File: src/rtl/uart_mem_port_arbiter.sv
// Round-robin arbiter sharing one memory port between two requesters (optional abort: UART_ARB_TIMEOUT_EN).
// Latency: strobes 1 cycle after grant; rdy 1 cycle after mem_rdy; 3 cycles grant to grant at minimum.
// Backpressure: requests stay pending (level) until granted; BUSY holds until mem_rdy or timeout.
module uart_mem_port_arbiter #(
    parameter int NUM_BYTES_DATA    = 4,
    parameter int NUM_BYTES_ADDRESS = 1,
    parameter int TIMEOUT_CYCLES    = 255
) (
    input  logic                           clk,
    input  logic                           arst_n,
    input  logic                           r0_we,
    input  logic [NUM_BYTES_DATA*8-1:0]    r0_wdata,
    input  logic [NUM_BYTES_ADDRESS*8-1:0] r0_waddr,
    input  logic                           r0_re,
    input  logic [NUM_BYTES_ADDRESS*8-1:0] r0_raddr,
    output logic [NUM_BYTES_DATA*8-1:0]    r0_rdata,
    output logic                           r0_rdy,
    output logic                           r0_err,
    input  logic                           r1_we,
    input  logic [NUM_BYTES_DATA*8-1:0]    r1_wdata,
    input  logic [NUM_BYTES_ADDRESS*8-1:0] r1_waddr,
    input  logic                           r1_re,
    input  logic [NUM_BYTES_ADDRESS*8-1:0] r1_raddr,
    output logic [NUM_BYTES_DATA*8-1:0]    r1_rdata,
    output logic                           r1_rdy,
    output logic                           r1_err,
    output logic                           mem_we,
    output logic                           mem_re,
    output logic [NUM_BYTES_DATA*8-1:0]    mem_wdata,
    output logic [NUM_BYTES_ADDRESS*8-1:0] mem_waddr,
    output logic [NUM_BYTES_ADDRESS*8-1:0] mem_raddr,
    input  logic [NUM_BYTES_DATA*8-1:0]    mem_rdata,
    input  logic                           mem_rdy
);
    localparam int D = NUM_BYTES_DATA * 8;
    localparam int A = NUM_BYTES_ADDRESS * 8;

    typedef enum logic [1:0] {IDLE, BUSY, DONE} state_t;

    state_t         state, state_nxt;
    logic           prio, gnt_id, grant_id, grant;
    logic           done_ok, timeout_hit, to_expire;
    logic           pend0, pend1;
    logic           cap_we, cap_re;
    logic [D-1:0]   cap_wdata;
    logic [A-1:0]   cap_waddr, cap_raddr;
    logic           sel_we, sel_re;
    logic [D-1:0]   sel_wdata;
    logic [A-1:0]   sel_waddr, sel_raddr;

    assign pend0     = r0_we | r0_re;
    assign pend1     = r1_we | r1_re;
    assign sel_we    = grant_id ? r1_we    : r0_we;
    assign sel_re    = grant_id ? r1_re    : r0_re;
    assign sel_wdata = grant_id ? r1_wdata : r0_wdata;
    assign sel_waddr = grant_id ? r1_waddr : r0_waddr;
    assign sel_raddr = grant_id ? r1_raddr : r0_raddr;

    always_ff @(posedge clk or negedge arst_n) begin
        if (!arst_n) state <= IDLE;
        else         state <= state_nxt;
    end

    always_comb begin
        state_nxt   = state;
        grant       = 1'b0;
        grant_id    = prio;
        done_ok     = 1'b0;
        timeout_hit = 1'b0;
        case (state)
            IDLE: begin
                if (pend0 || pend1) begin
                    grant     = 1'b1;
                    state_nxt = BUSY;
                    if (!(pend0 && pend1)) grant_id = pend1;
                end
            end
            BUSY: begin
                // A late mem_rdy still wins over an expiring timeout.
                if (mem_rdy) begin
                    done_ok   = 1'b1;
                    state_nxt = DONE;
                end else if (to_expire) begin
                    timeout_hit = 1'b1;
                    state_nxt   = DONE;
                end
            end
            DONE:    state_nxt = IDLE;
            default: state_nxt = IDLE;
        endcase
    end

    always_ff @(posedge clk or negedge arst_n) begin
        if (!arst_n) begin
            prio      <= 1'b0;
            gnt_id    <= 1'b0;
            cap_we    <= 1'b0;
            cap_re    <= 1'b0;
            cap_wdata <= '0;
            cap_waddr <= '0;
            cap_raddr <= '0;
            r0_rdata  <= '0;
            r1_rdata  <= '0;
        end else begin
            if (grant) begin
                gnt_id    <= grant_id;
                cap_we    <= sel_we;
                cap_re    <= sel_re & ~sel_we;
                cap_wdata <= sel_wdata;
                cap_waddr <= sel_waddr;
                cap_raddr <= sel_raddr;
            end
            if (done_ok || timeout_hit) prio <= ~gnt_id;
            if (done_ok && cap_re) begin
                if (gnt_id) r1_rdata <= mem_rdata;
                else        r0_rdata <= mem_rdata;
            end
        end
    end

`ifdef UART_ARB_TIMEOUT_EN
    localparam int CW = $clog2(TIMEOUT_CYCLES + 1);
    logic [CW-1:0] to_cnt;
    logic          err_q;

    always_ff @(posedge clk or negedge arst_n) begin
        if (!arst_n) begin
            to_cnt <= '0;
            err_q  <= 1'b0;
        end else begin
            if (grant)                          to_cnt <= '0;
            else if (state == BUSY && !mem_rdy) to_cnt <= to_cnt + CW'(1);
            if (grant)            err_q <= 1'b0;
            else if (timeout_hit) err_q <= 1'b1;
        end
    end

    assign to_expire = (to_cnt == CW'(TIMEOUT_CYCLES - 1));
    assign r0_err    = r0_rdy & err_q;
    assign r1_err    = r1_rdy & err_q;
`else
    logic unused_timeout_cfg;
    assign unused_timeout_cfg = (TIMEOUT_CYCLES != 0);
    assign to_expire = 1'b0;
    assign r0_err    = 1'b0;
    assign r1_err    = 1'b0;
`endif

    assign mem_we    = (state == BUSY) & cap_we;
    assign mem_re    = (state == BUSY) & cap_re;
    assign mem_wdata = cap_wdata;
    assign mem_waddr = cap_waddr;
    assign mem_raddr = cap_raddr;
    assign r0_rdy    = (state == DONE) & ~gnt_id;
    assign r1_rdy    = (state == DONE) & gnt_id;
endmodule

File: config.mk
export PLATFORM = sky130hd
export DESIGN_NAME = uart_mem_port_arbiter
export DESIGN_NICKNAME = d
export VERILOG_FILES = /design/src/rtl/uart_mem_port_arbiter.sv
export SDC_FILE = /design/constraint.sdc
export NUM_CORES = 1
export LEC_CHECK = 0
export ABC_AREA = 1
export CORE_MARGIN = 3
export CORE_UTILIZATION = 41
export CTS_CLUSTER_SIZE = 8
export DETAILED_ROUTE_END_ITERATION = 8
export PLACE_DENSITY = 0.9
export SYNTH_ARGS = -nofsm -noshare
export SYNTH_HDL_FRONTEND = slang
export SYNTH_SLANG_ARGS = --single-unit
File: constraint.sdc
create_clock -name clk -period 1.9 [get_ports clk]
set_input_delay 0.38 -clock clk [delete_from_list [all_inputs] [get_ports clk]]
set_output_delay 0.38 -clock clk [all_outputs]
set_load 0.02 [all_outputs]
Word-level counts from Yosys, hierarchy flattened --
Cells that the tools add are included.
Operators by class: order comparisons 0, multiplexer cells 15, add/sub/neg operators 0, bitwise gates (word level) 9, multiply operators 0, shift-type cells 0, reduce and logical (&&, ||, !) cells 7, div/mod/pow operators 0, eq/ne operators 4
Operator list (number):
- $mux W32 | 1
- $mux W8 | 2
- $mux W1 | 9
- $reduce_and A2 Y1 | 3
- $and A1 B1 Y1 | 5
- $mux W2 | 2
- $ne A2 B2 Y1 const B | 2
- $pmux W2 S2 | 1
- $eq A2 B1 Y1 const B | 1
- $eq A2 B2 Y1 const B | 1
- $logic_and A1 B1 Y1 | 2
- $logic_not A2 Y1 | 1
- $not A1 Y1 | 2
- $or A1 B1 Y1 | 2
- $logic_or A1 B1 Y1 | 1
Storage, ports and cells: latch bits 0, register bits after elaboration 118, RAM bits 0, logic and storage cells 45, memories 0, ROM bits 0

Longest topological paths before layout --
word-level depth 8, gate-level depth with buffers 10

Least setup slack after synthesis --
No wires, ideal clock.
path kind reg-to-output, from register gnt_id, to output port r1_rdy, path buffers 0, stages on the path, launching flop included 3, slack 0.583 ns, required time 1.520 ns, data arrival time 0.937 ns, path through dfrtp_1 > inv_1 > nor3_1
Between the ends: longest elaborated chain between the ends 1
Ends and longest elaborated chain:
- start, declared | line 41 | logic prio, gnt_id, grant_id, grant;
- start signal, assigned | line 106 | gnt_id <= grant_id;
- $and A1 B1 Y1 | line 155 | assign r1_rdy = (state == DONE) & gnt_id;
- end, declared | line 25 | output logic r1_rdy,
Every way passes these cells.

Worst setup path after layout --
from register state[1], to output port mem_we
Between the ends: longest elaborated chain between the ends 2
Ends and longest elaborated chain:
- start, declared | line 40 | state_t state, state_nxt;
- start signal, assigned | line 61 | else state <= state_nxt;
- $eq A2 B1 Y1 | line 149 | assign mem_we = (state == BUSY) & cap_we;
- $and A1 B1 Y1 | line 149
- end, declared | line 27 | output logic mem_we,
Every way passes these cells.

==> reports/metrics.cfg <==
[synth]
yosys_warnings=0
yosysSeqAreaShare_pct=54.8
yosysUniqueCellTypes=21
synth_enable_flop_cells=0
ys.flop_type=dfrtp_1
synth_mux_area_share_pct=0
yosysTopAreaCell=dfrtp_1
yosys-top-cells-count=219 x nand2_1, 118 x dfrtp_1, 87 x inv_1
synth_xor_area_share_pct=0
synth_simple_gate_area_share_pct=28.4
synth_area_leaders=dfrtp_1 55%, nand2_1 15%, nand3b_1 6.7%
synth_top_area_share_pct=54.8
syn_inst=648
yosys.area_share.adder_pct=0
avgSynthCellArea_um2=8.31
synth_top_family_by_area=simple AND/OR/NAND/NOR gates
ys_ff_latch=118
async_flop_share_pct=100
synth_area_um2=5390
synth-compound-area-share_pct=6.44
synth.most_common_cell=nand2_1

[timing]
tns_ns=0
setup_violations=0
clock_skew_ns=0.00683
finalCritPeriodShare_pct=96.2
fin_crit_ns=1.83
maxSlewViolCount=0
setup_ws_ns=0.0717
timing.fmax_mhz=547
rsz0062_at_grt=no
hold_violations=0

[route]
via_per_inst=4.81
vias=5209
detail_route.first_pass.iterations=7
routed_wl_um=16500
ant_nets=0
drt_iter0_drc=420
wl_per_cell_um=15.2
remaining_drc_errors=0

[global_route]
grt_start_max_net_pins=65
grt.total_usage_pct=23.2
gr-total-overflow=0
antenna_found_initial=0
grt_pass1_wl_um=26600
grt_pass1_vias=5386

[critical_path]
critPathMaxFanout=5
crit_path_end=mem_we
critPathMaxStageDelay_ns=0.39
critPathCaptureType=primary output
reg2reg_from=state[0]
rrSetupSlack_ns=0.38
crit_arrival_ns=1.45
worstPathCellList=inv_2, nand2_2, nor2_1, dlygate4sd2_1
worstPathRequired_ns=1.52
r2r-end=mem_wdata[11]
rr_worst_depth=9
setup.worst_path.start_class=register
critPathKind=register to primary output
crit_start=state[1]
cp_slowest_cell=dfrtp_1

[layout]
drive_gt1_share_pct=6.81
syn2layout_area_growth_pct=62.3
diodes=0
nets=1032

[clocking]
numCtsBuffers=17
clockBufferDepth=2
cts_sinks=118
cts-root-buf=clkbuf_16
htreeDepth=4
tritoncts=done
clock_latency_ns=0.41
clk_pin_slew_worst_paths_ns=0.05

[pwr]
p_per_area_nw_per_um2=1800
ir_drop_v=0.00118
p_leak_nw=4.25

[floorplan]
coreArea_um2=12700
initial_core_util_pct=42.3
fp.dieH_um=121
rows=41
io-pin-count=253
die_w_um=121
dieArea_um2=14500

[run_status]
status=finished, final reports clean

[placement]
dp_hpwl_um=11700
place_ws_ns=0.0356
place_congestion=0.779
port_buffers=250

[job]
maxCapViolations=0

[worst_hold_path]
hp-class=register to register

-- placed cells by master, fill, tap and decap left out, types with 9 or more instances in the layout --
cell             Yosys  final
o21ai_1             59     59
inv_1               87     87
buf_4                4      9
nand3_1             50     50
clkbuf_16            0     17
nand3b_1            48     48
buf_12               0      9
dfrtp_1            118    118
nand2_1            219    219
clkdlybuf4s50_1      0    245
-- final cells by class --
cell class	count	area, um2
repair buffers	268	2750
clock inverters	14	155
fillers	932	3980
multi-input cells	402	1890
inverters	90	338
clock buffers	18	439
flip-flops and latches	118	2950
well taps	172	215
-- through the flow --
stage	cells	cell area (um2)	util (%)	power [W]	hold WS [ns]
floorplan	649	5390	-	0.00882	0.0844
global placement	1049	8140	64.0	0.0124	0.371
detailed placement	1049	8140	64.0	0.0126	0.375
CTS	1082	8740	68.7	0.0159	0.481
global route	1082	8740	68.7	0.0168	0.493
finish	1082	8740	68.7	0.0158	0.475
-- worst max-delay path: cells and delay by family, from the launching register on --
| family | cells | cell delay (ns) |
|---|---|---|
| AND/OR/NAND/NOR | 2 | 0.20 |
| flip-flops | 1 | 0.39 |
| buffers and inverters | 2 | 0.45 |
-- how the worst min path moves through the flow --
| stage | slack, ns | endpoint | depth (start not counted) | startpoint |
|---|---|---|---|---|
| floorplan | 0.08 | cap_re | 0 | arst_n |
| global placement | 0.37 | mem_wdata[6] | 1 | arst_n |
| detailed placement | 0.37 | mem_wdata[10] | 1 | arst_n |
| CTS | 0.48 | mem_waddr[2] | 2 | mem_waddr[2] |
| global route | 0.49 | mem_wdata[2] | 2 | mem_wdata[2] |
| finish | 0.48 | mem_waddr[2] | 2 | mem_waddr[2] |
-- where the power goes --
group / internal, W / switching [W]
registers: 0.00376 / 0.000716
logic: 0.00360 / 0.00452
clock network: 0.00197 / 0.00119
total: 0.00933 / 0.00643
-- registers in the layout, indices dropped and copies added, names as in the netlist --
register   flops
r0_rdata      32
mem_raddr      8
prio           1
cap_re         1
state          2
cap_we         1
mem_waddr      8
gnt_id         1
mem_wdata     32
r1_rdata      32
-- kinds of logic (layout without fill, tap and decap cells) --
logic type	after synthesis	count (layout)
simple gates	332	332
buf+inv	129	390
compound gates	68	68
flops	118	118
other cells	1	2
-- what timing repair did --
| action | in CTS | in global routing |
|---|---|---|
| pin swaps | 0 | 0 |
| resized for setup | 4 | 1 |
| endpoints found under the setup margin | 4 | 1 |
| buffers inserted | 0 | 0 |
| endpoints found under the hold margin | 33 | 0 |
| hold buffers | 1 | 0 |
-- layer usage --
layer,track usage [%],up-vias,routed length (um)
met5,0,-,0
met4,8.64,0,328
met3,9.49,27,1920
met2,38.6,234,8030
met1,26.7,2421,6220
li1,-,2527,-
Note: power is estimated with default switching activity, not from simulation.
